[config.mk]
export PLATFORM = sky130hd
export DESIGN_NAME = panda_hazard_ctrl
export DESIGN_NICKNAME = d
export VERILOG_FILES = /design/src/rtl/panda_pkg.sv /design/src/rtl/panda_sat_counter.sv /design/src/rtl/panda_hazard_ctrl.sv
export SDC_FILE = /design/constraint.sdc
export NUM_CORES = 1
export LEC_CHECK = 0
export BUFFER_PORTS_ARGS = -buffer_cell sky130_fd_sc_hd__clkbuf_2
export CAP_MARGIN = 5
export CORE_MARGIN = 5
export CORE_UTILIZATION = 47
export CTS_CLUSTER_DIAMETER = 30
export CTS_CLUSTER_SIZE = 10
export DETAILED_ROUTE_END_ITERATION = 7
export PLACE_DENSITY = 0.76
export SLEW_MARGIN = 20
export SYNTH_ARGS = -nofsm -noshare
export SYNTH_HDL_FRONTEND = slang
export SYNTH_SLANG_ARGS = --single-unit
[constraint.sdc]
create_clock -name clk_i -period 2.55 [get_ports clk_i]
set_clock_uncertainty 0.15 [all_clocks]
set_input_delay 0.6375 -clock clk_i [delete_from_list [all_inputs] [get_ports clk_i]]
set_output_delay 0.6375 -clock clk_i [all_outputs]
set_load 0.05 [all_outputs]
[src/rtl/panda_pkg.sv]
// ----------------------------------------------------------------------------
// panda_pkg
// Shared types for the panda pipeline hazard controller.
//   hazard_state_e : state of the data-memory handshake sequencer
//   is_wait_state  : true while an access is outstanding (counted against
//                    the timeout)
// ----------------------------------------------------------------------------
package panda_pkg;

    typedef enum logic [1:0] {
        IDLE        = 2'd0,
        WAIT_GNT    = 2'd1,
        WAIT_RVALID = 2'd2
    } hazard_state_e;

    function automatic logic is_wait_state(input hazard_state_e s);
        return (s == WAIT_GNT) || (s == WAIT_RVALID);
    endfunction

endpackage

[src/rtl/panda_sat_counter.sv]
// ----------------------------------------------------------------------------
// panda_sat_counter
// Free-running event counter that sticks at all-ones instead of wrapping.
// Ports:
//   clk_i   in  1      clock
//   rst_ni  in  1      asynchronous active-low reset, clears the count
//   inc_i   in  1      count this cycle
//   count_o out CNT_W  current count
// ----------------------------------------------------------------------------
module panda_sat_counter #(
    parameter int CNT_W = 32
) (
    input  logic             clk_i,
    input  logic             rst_ni,
    input  logic             inc_i,
    output logic [CNT_W-1:0] count_o
);

    logic [CNT_W-1:0] count_q;
    logic [CNT_W-1:0] count_d;

    // Hold at all-ones once reached so the perf count never wraps to a
    // misleadingly small value.
    always_comb begin
        count_d = count_q;
        if (inc_i && (count_q != {CNT_W{1'b1}})) begin
            count_d = count_q + {{(CNT_W-1){1'b0}}, 1'b1};
        end
    end

    always_ff @(posedge clk_i or negedge rst_ni) begin
        if (!rst_ni) begin
            count_q <= '0;
        end else begin
            count_q <= count_d;
        end
    end

    assign count_o = count_q;

endmodule

[src/rtl/panda_hazard_ctrl.sv]
// ----------------------------------------------------------------------------
// panda_hazard_ctrl
// Pipeline hazard and stall controller. Detects load-use hazards in ID,
// flushes wrong-path instructions on a taken branch resolved in EX, and
// sequences the MEM-stage data-memory req/gnt/rvalid handshake, holding the
// pipeline while an access is outstanding. An access that waits too long is
// abandoned with a one-cycle error pulse.
// Ports:
//   clk_i, rst_ni                        clock, async active-low reset
//   if_id_rs1/rs2_addr_i, *_used_i       source registers of the ID instr
//   id_ex_rd_addr_i, id_ex_rd_we_i,
//   id_ex_load_i                         destination/kind of the EX instr
//   branch_taken_i                       EX resolved a taken branch/jump
//   ex_mem_req_i, ex_mem_load_i          MEM instr accesses dmem (load/store)
//   dmem_req_o, dmem_gnt_i, dmem_rvalid_i data-memory handshake
//   pc/if_id/id_ex/ex_mem_stall_o        hold the corresponding register
//   if_id/id_ex/ex_mem/mem_wb_flush_o    load a bubble into the register
//   mem_err_o                            pulse when an access times out
//   stall_cnt_o                          saturating count of PC-stall cycles
// ----------------------------------------------------------------------------
module panda_hazard_ctrl
    import panda_pkg::*;
#(
    parameter int MEM_TIMEOUT = 256,
    parameter int CNT_W       = 32
) (
    input  logic             clk_i,
    input  logic             rst_ni,
    input  logic [4:0]       if_id_rs1_addr_i,
    input  logic [4:0]       if_id_rs2_addr_i,
    input  logic             if_id_rs1_used_i,
    input  logic             if_id_rs2_used_i,
    input  logic [4:0]       id_ex_rd_addr_i,
    input  logic             id_ex_rd_we_i,
    input  logic             id_ex_load_i,
    input  logic             branch_taken_i,
    input  logic             ex_mem_req_i,
    input  logic             ex_mem_load_i,
    output logic             dmem_req_o,
    input  logic             dmem_gnt_i,
    input  logic             dmem_rvalid_i,
    output logic             pc_stall_o,
    output logic             if_id_stall_o,
    output logic             id_ex_stall_o,
    output logic             ex_mem_stall_o,
    output logic             if_id_flush_o,
    output logic             id_ex_flush_o,
    output logic             ex_mem_flush_o,
    output logic             mem_wb_flush_o,
    output logic             mem_err_o,
    output logic [CNT_W-1:0] stall_cnt_o
);

    // Wide enough to hold MEM_TIMEOUT-1; the timeout forces an exit before
    // the counter could ever wrap.
    localparam int WAIT_W = (MEM_TIMEOUT > 2) ? $clog2(MEM_TIMEOUT) : 1;
    localparam logic [WAIT_W-1:0] WAIT_LAST = WAIT_W'(MEM_TIMEOUT - 1);

    hazard_state_e     state_q, state_d;
    logic [WAIT_W-1:0] wait_cnt_q, wait_cnt_d;

    logic mem_stall;
    logic timeout;
    logic load_use;

    // Handshake sequencer and wait counter. A timeout overrides whatever the
    // handshake would have done and drops the access.
    always_comb begin
        state_d   = state_q;
        mem_stall = 1'b0;
        case (state_q)
            IDLE: begin
                mem_stall = ex_mem_req_i & (~dmem_gnt_i | ex_mem_load_i);
                if (ex_mem_req_i && !dmem_gnt_i) begin
                    state_d = WAIT_GNT;
                end else if (ex_mem_req_i && dmem_gnt_i && ex_mem_load_i) begin
                    state_d = WAIT_RVALID;
                end
            end
            WAIT_GNT: begin
                mem_stall = ex_mem_req_i & (~dmem_gnt_i | ex_mem_load_i);
                if (dmem_gnt_i) begin
                    state_d = ex_mem_load_i ? WAIT_RVALID : IDLE;
                end
            end
            WAIT_RVALID: begin
                mem_stall = ~dmem_rvalid_i;
                if (dmem_rvalid_i) begin
                    state_d = IDLE;
                end
            end
            default: begin
                state_d = IDLE;
            end
        endcase

        timeout = is_wait_state(state_q) && (wait_cnt_q == WAIT_LAST);
        if (timeout) begin
            state_d = IDLE;
        end

        if ((state_d != state_q) || (state_q == IDLE)) begin
            wait_cnt_d = '0;
        end else begin
            wait_cnt_d = wait_cnt_q + WAIT_W'(1);
        end
    end

    always_ff @(posedge clk_i or negedge rst_ni) begin
        if (!rst_ni) begin
            state_q    <= IDLE;
            wait_cnt_q <= '0;
        end else begin
            state_q    <= state_d;
            wait_cnt_q <= wait_cnt_d;
        end
    end

    // rd==x0 never creates a real dependency.
    assign load_use = id_ex_load_i & id_ex_rd_we_i & (id_ex_rd_addr_i != 5'd0) &
                      ((if_id_rs1_used_i & (if_id_rs1_addr_i == id_ex_rd_addr_i)) |
                       (if_id_rs2_used_i & (if_id_rs2_addr_i == id_ex_rd_addr_i)));

    // Priority mux. During a memory stall the taken branch stays held in EX
    // and is acted on once the pipeline moves again; a branch squashes the
    // ID instruction, so its load-use hazard is irrelevant.
    always_comb begin
        pc_stall_o     = 1'b0;
        if_id_stall_o  = 1'b0;
        id_ex_stall_o  = 1'b0;
        ex_mem_stall_o = 1'b0;
        if_id_flush_o  = 1'b0;
        id_ex_flush_o  = 1'b0;
        ex_mem_flush_o = 1'b0;
        mem_wb_flush_o = 1'b0;
        mem_err_o      = 1'b0;
        if (timeout) begin
            mem_err_o      = 1'b1;
            ex_mem_flush_o = 1'b1;
            mem_wb_flush_o = 1'b1;
        end else if (mem_stall) begin
            pc_stall_o     = 1'b1;
            if_id_stall_o  = 1'b1;
            id_ex_stall_o  = 1'b1;
            ex_mem_stall_o = 1'b1;
            mem_wb_flush_o = 1'b1;
        end else if (branch_taken_i) begin
            if_id_flush_o = 1'b1;
            id_ex_flush_o = 1'b1;
        end else if (load_use) begin
            pc_stall_o    = 1'b1;
            if_id_stall_o = 1'b1;
            id_ex_flush_o = 1'b1;
        end
    end

    // A request is never re-issued while its response is pending.
    assign dmem_req_o = ex_mem_req_i & (state_q != WAIT_RVALID);

    panda_sat_counter #(
        .CNT_W (CNT_W)
    ) u_stall_cnt (
        .clk_i   (clk_i),
        .rst_ni  (rst_ni),
        .inc_i   (pc_stall_o),
        .count_o (stall_cnt_o)
    );

endmodule
==> results.md <==
* Status: finished, violations left
* Failing checks: setup timing
* Drt initial violations at 105
* Post-layout power at 2.72 mW
* Vias in the first global route at 2,067
* Ys flop type: dfrtp_1
* Final WL at 5.82 mm
* Routed len/inst at 14.6 um
* Switching pwr at 1.17 mW
* Int Pwr at around 1.5 mW
* Ratio of cells with drive above 1 in the final layout at approximately two fifths
* R2r worst-path depth at 11
* Number of synthesized flops with an enable pin at 0
* Max Root-Sink Buffers at 2
* Sequential-to-total area share from yosys stat at 45.0%
* Port buffer count at 67
* Max capacitance violation total at 0
* Hold crit path type: in2async
* Worst path cell trace: clkbuf_2 -> or4_4 -> o211ai_2 -> nor3_2 -> a21oi_4 -> inv_6 -> clkbuf_16
* Router iterations before antenna repair at 4
* CTS tree: yes
* Leakage at 1.52 nW
* Fin crit share at 106%
* Clock Sinks at 42
* Hpwl dp at 4.30 mm
* CTS root buffer: clkbuf_8
* Layout area overhead at 38.2%
* VDD IR max at roughly 670 uV
* Most common cell after layout, fill and taps aside: clkbuf_2
* Routed Antenna Nets at 0
* Die Ht at 80.5 um
* Initial Util at 48.8%
* Yosys warns at 0
* Minimum clock period at 2.71 ns
* Mean area per synthesized cell at 9.95 um2
* CP endpoint kind: output port
* Setup WS post-layout at -0.156 ns
* Ant. Diodes at 0
* Unrepaired setup endpoints after global routing: true
* DRC errors left at 0
* Arrival @ worst endpoint at 1.92 ns
* Core Region at approximately 0.0048 mm2
* Post-synthesis async set-or-reset flop share at 100%
* Synthesis-stage register bit count at 42
* CP max stage delay at 0.52 ns
* CTS buffer count at 5
* Largest net degree at the start of global routing at 23
* Pwr dens at roughly 840 mW/mm2
* Reg2reg end: u_stall_cnt.count_o[31]
* Reg-to-reg startpoint: state_q[0]
* Final Hold Vio Count at 0
* Fmax at 0.370 GHz
* Fin. max-slew vios at 0
* Avg Vias per Cell at between 5 and 6
* Hold Buf Count CTS at 0
* Flop pwr share at 31.0%
* Via Count at 2,050
* Synthesized area at 0.00234 mm2
* CP max stage cell: or4_4
* Initial antenna violation count at 0
* GP Congestion at 0.775
* CP required at around 1.8 ns
* Die ar. at 0.00648 mm2
* Slew @ Worst Pin at 0.544 ns
* Reg2reg setup slack at approximately 0.12 ns
* Comb pwr share at 53.1%
* Hold slack at 0.169 ns
* Worst-Skew Late Latency at 0.29 ns
* Crit path max fanout at 3
* H-tree Lvls at 2
* Slew HR at 63.7%
* Syn Nets at 267
* I/O pins at 68
* GRT Util Overall at 18.5%
* Startpoint types: input pin
* Sw Ratio at 43.2%
* Row cnt at 25
* Clk pin slew, worst setup/hold paths at 0.07 ns
* GR Overflow Total at 0
* Number of nets in the layout at around 360
* Crit Path Category: in2out
* Die W at 80.5 um
* Syn Inst Count at 235
* Global-route wire length before repair at 9.39 mm
* Final setup viols at 5
* Most frequent cells in the layout: clkbuf_2 (58), dfrtp_1 (42), xnor2_1 (32)
* Unique masters post-synth at 36
* Clk network pwr share at roughly 16%
[synth_stat cells (4+ instances only)]
cell,number,area share [%]
nand2b_1,4,1.1
nor2_1,19,3.1
nand3_2,6,2.6
xor2_1,6,2.2
nor3_1,6,1.3
dfrtp_1,42,45
xnor2_1,36,13
and3_1,9,2.4
inv_1,8,1.3
nand4_1,14,3.7
ha_1,6,3.2
nand3_1,14,3.0
nand2_1,20,3.2
o21ai_0,5,1.1
and4_1,5,1.9
[stage by stage]
stage / instance area (um2) / instances / utilization (%) / setup WS [ns] / setup TNS, ns
after floorplan: 2400 / 235 / - / -0.106 / -0.145
after detailed placement: 2960 / 385 / 61.8 / -0.205 / -2.51
final: 3230 / 399 / 67.5 / -0.156 / -0.450
after global placement: 2960 / 385 / 61.8 / -0.189 / -1.79
after global routing: 3230 / 399 / 67.5 / -0.234 / -0.928
after CTS: 3180 / 397 / 66.5 / -0.165 / -0.496
[worst max-delay path by stage]
stage                       start             to  slack, ns  cells after the start
2_1_floorplan  id_ex_rd_addr_i[1]     pc_stall_o      -0.11                      6
3_3_place_gp   id_ex_rd_addr_i[1]     pc_stall_o      -0.19                      7
3_5_place_dp   id_ex_rd_addr_i[1]  if_id_stall_o      -0.21                      7
4_1_cts                state_q[0]  if_id_stall_o      -0.16                      8
5_1_grt                state_q[0]     pc_stall_o      -0.23                      8
6_report       id_ex_rd_addr_i[1]  if_id_stall_o      -0.16                      7
[layout make-up]
class	instances	area, um2
fillers	380	1560
multi-input cells	178	1320
flip-flops and latches	42	1050
repair buffers	95	647
clock buffers	7	86.3
well taps	67	83.8
inverters	9	38.8
clock inverters	1	5.00
[flip-flops by register name, indices dropped and copies added (netlist names)]
name                 cells
state_q                  2
u_stall_cnt.count_o     32
wait_cnt_q               8
[cell families after synthesis]
group,count (synthesis),synth area share (%)
adder cells (fa/ha/maj),6,3.21
multiplexers,3,1.45
flip-flops,42,45.0
AO/OA/AOI/OAI,22,6.53
XOR/XNOR,42,15.7
buffers and inverters,15,3.53
AND/OR/NAND/NOR,105,24.6
[power by group through the flow]
stage / combinational (mW) / clock (mW) / sequential, mW
after floorplan: 0.718 / 0 / 0.996
after global placement: 1.20 / 0 / 0.846
after detailed placement: 1.22 / 0 / 0.852
after CTS: 1.40 / 0.452 / 0.840
after global routing: 1.53 / 0.478 / 0.859
final: 1.44 / 0.432 / 0.842
[routing by layer]
metal	vias up	track usage (%)	routed length [um]
li1	1013	-	-
met3	6	5.16	393
met2	63	32.3	2920
met4	0	4.56	51
met5	-	0	0
met1	968	22.3	2450
[worst max-delay path: cells and delay by family]
family	cells	cell delay, ns
AOI/OAI and AO/OA	2	0.37
buffers and inverters	3	0.31
and+or+nand+nor	2	0.59
[what timing repair did]
action	4_1_cts	5_1_grt
setup endpoints to repair	10	10
resized for setup	20	14
pin swaps	10	3
buffers inserted	4	2
Power figures use the tool's default switching activity.
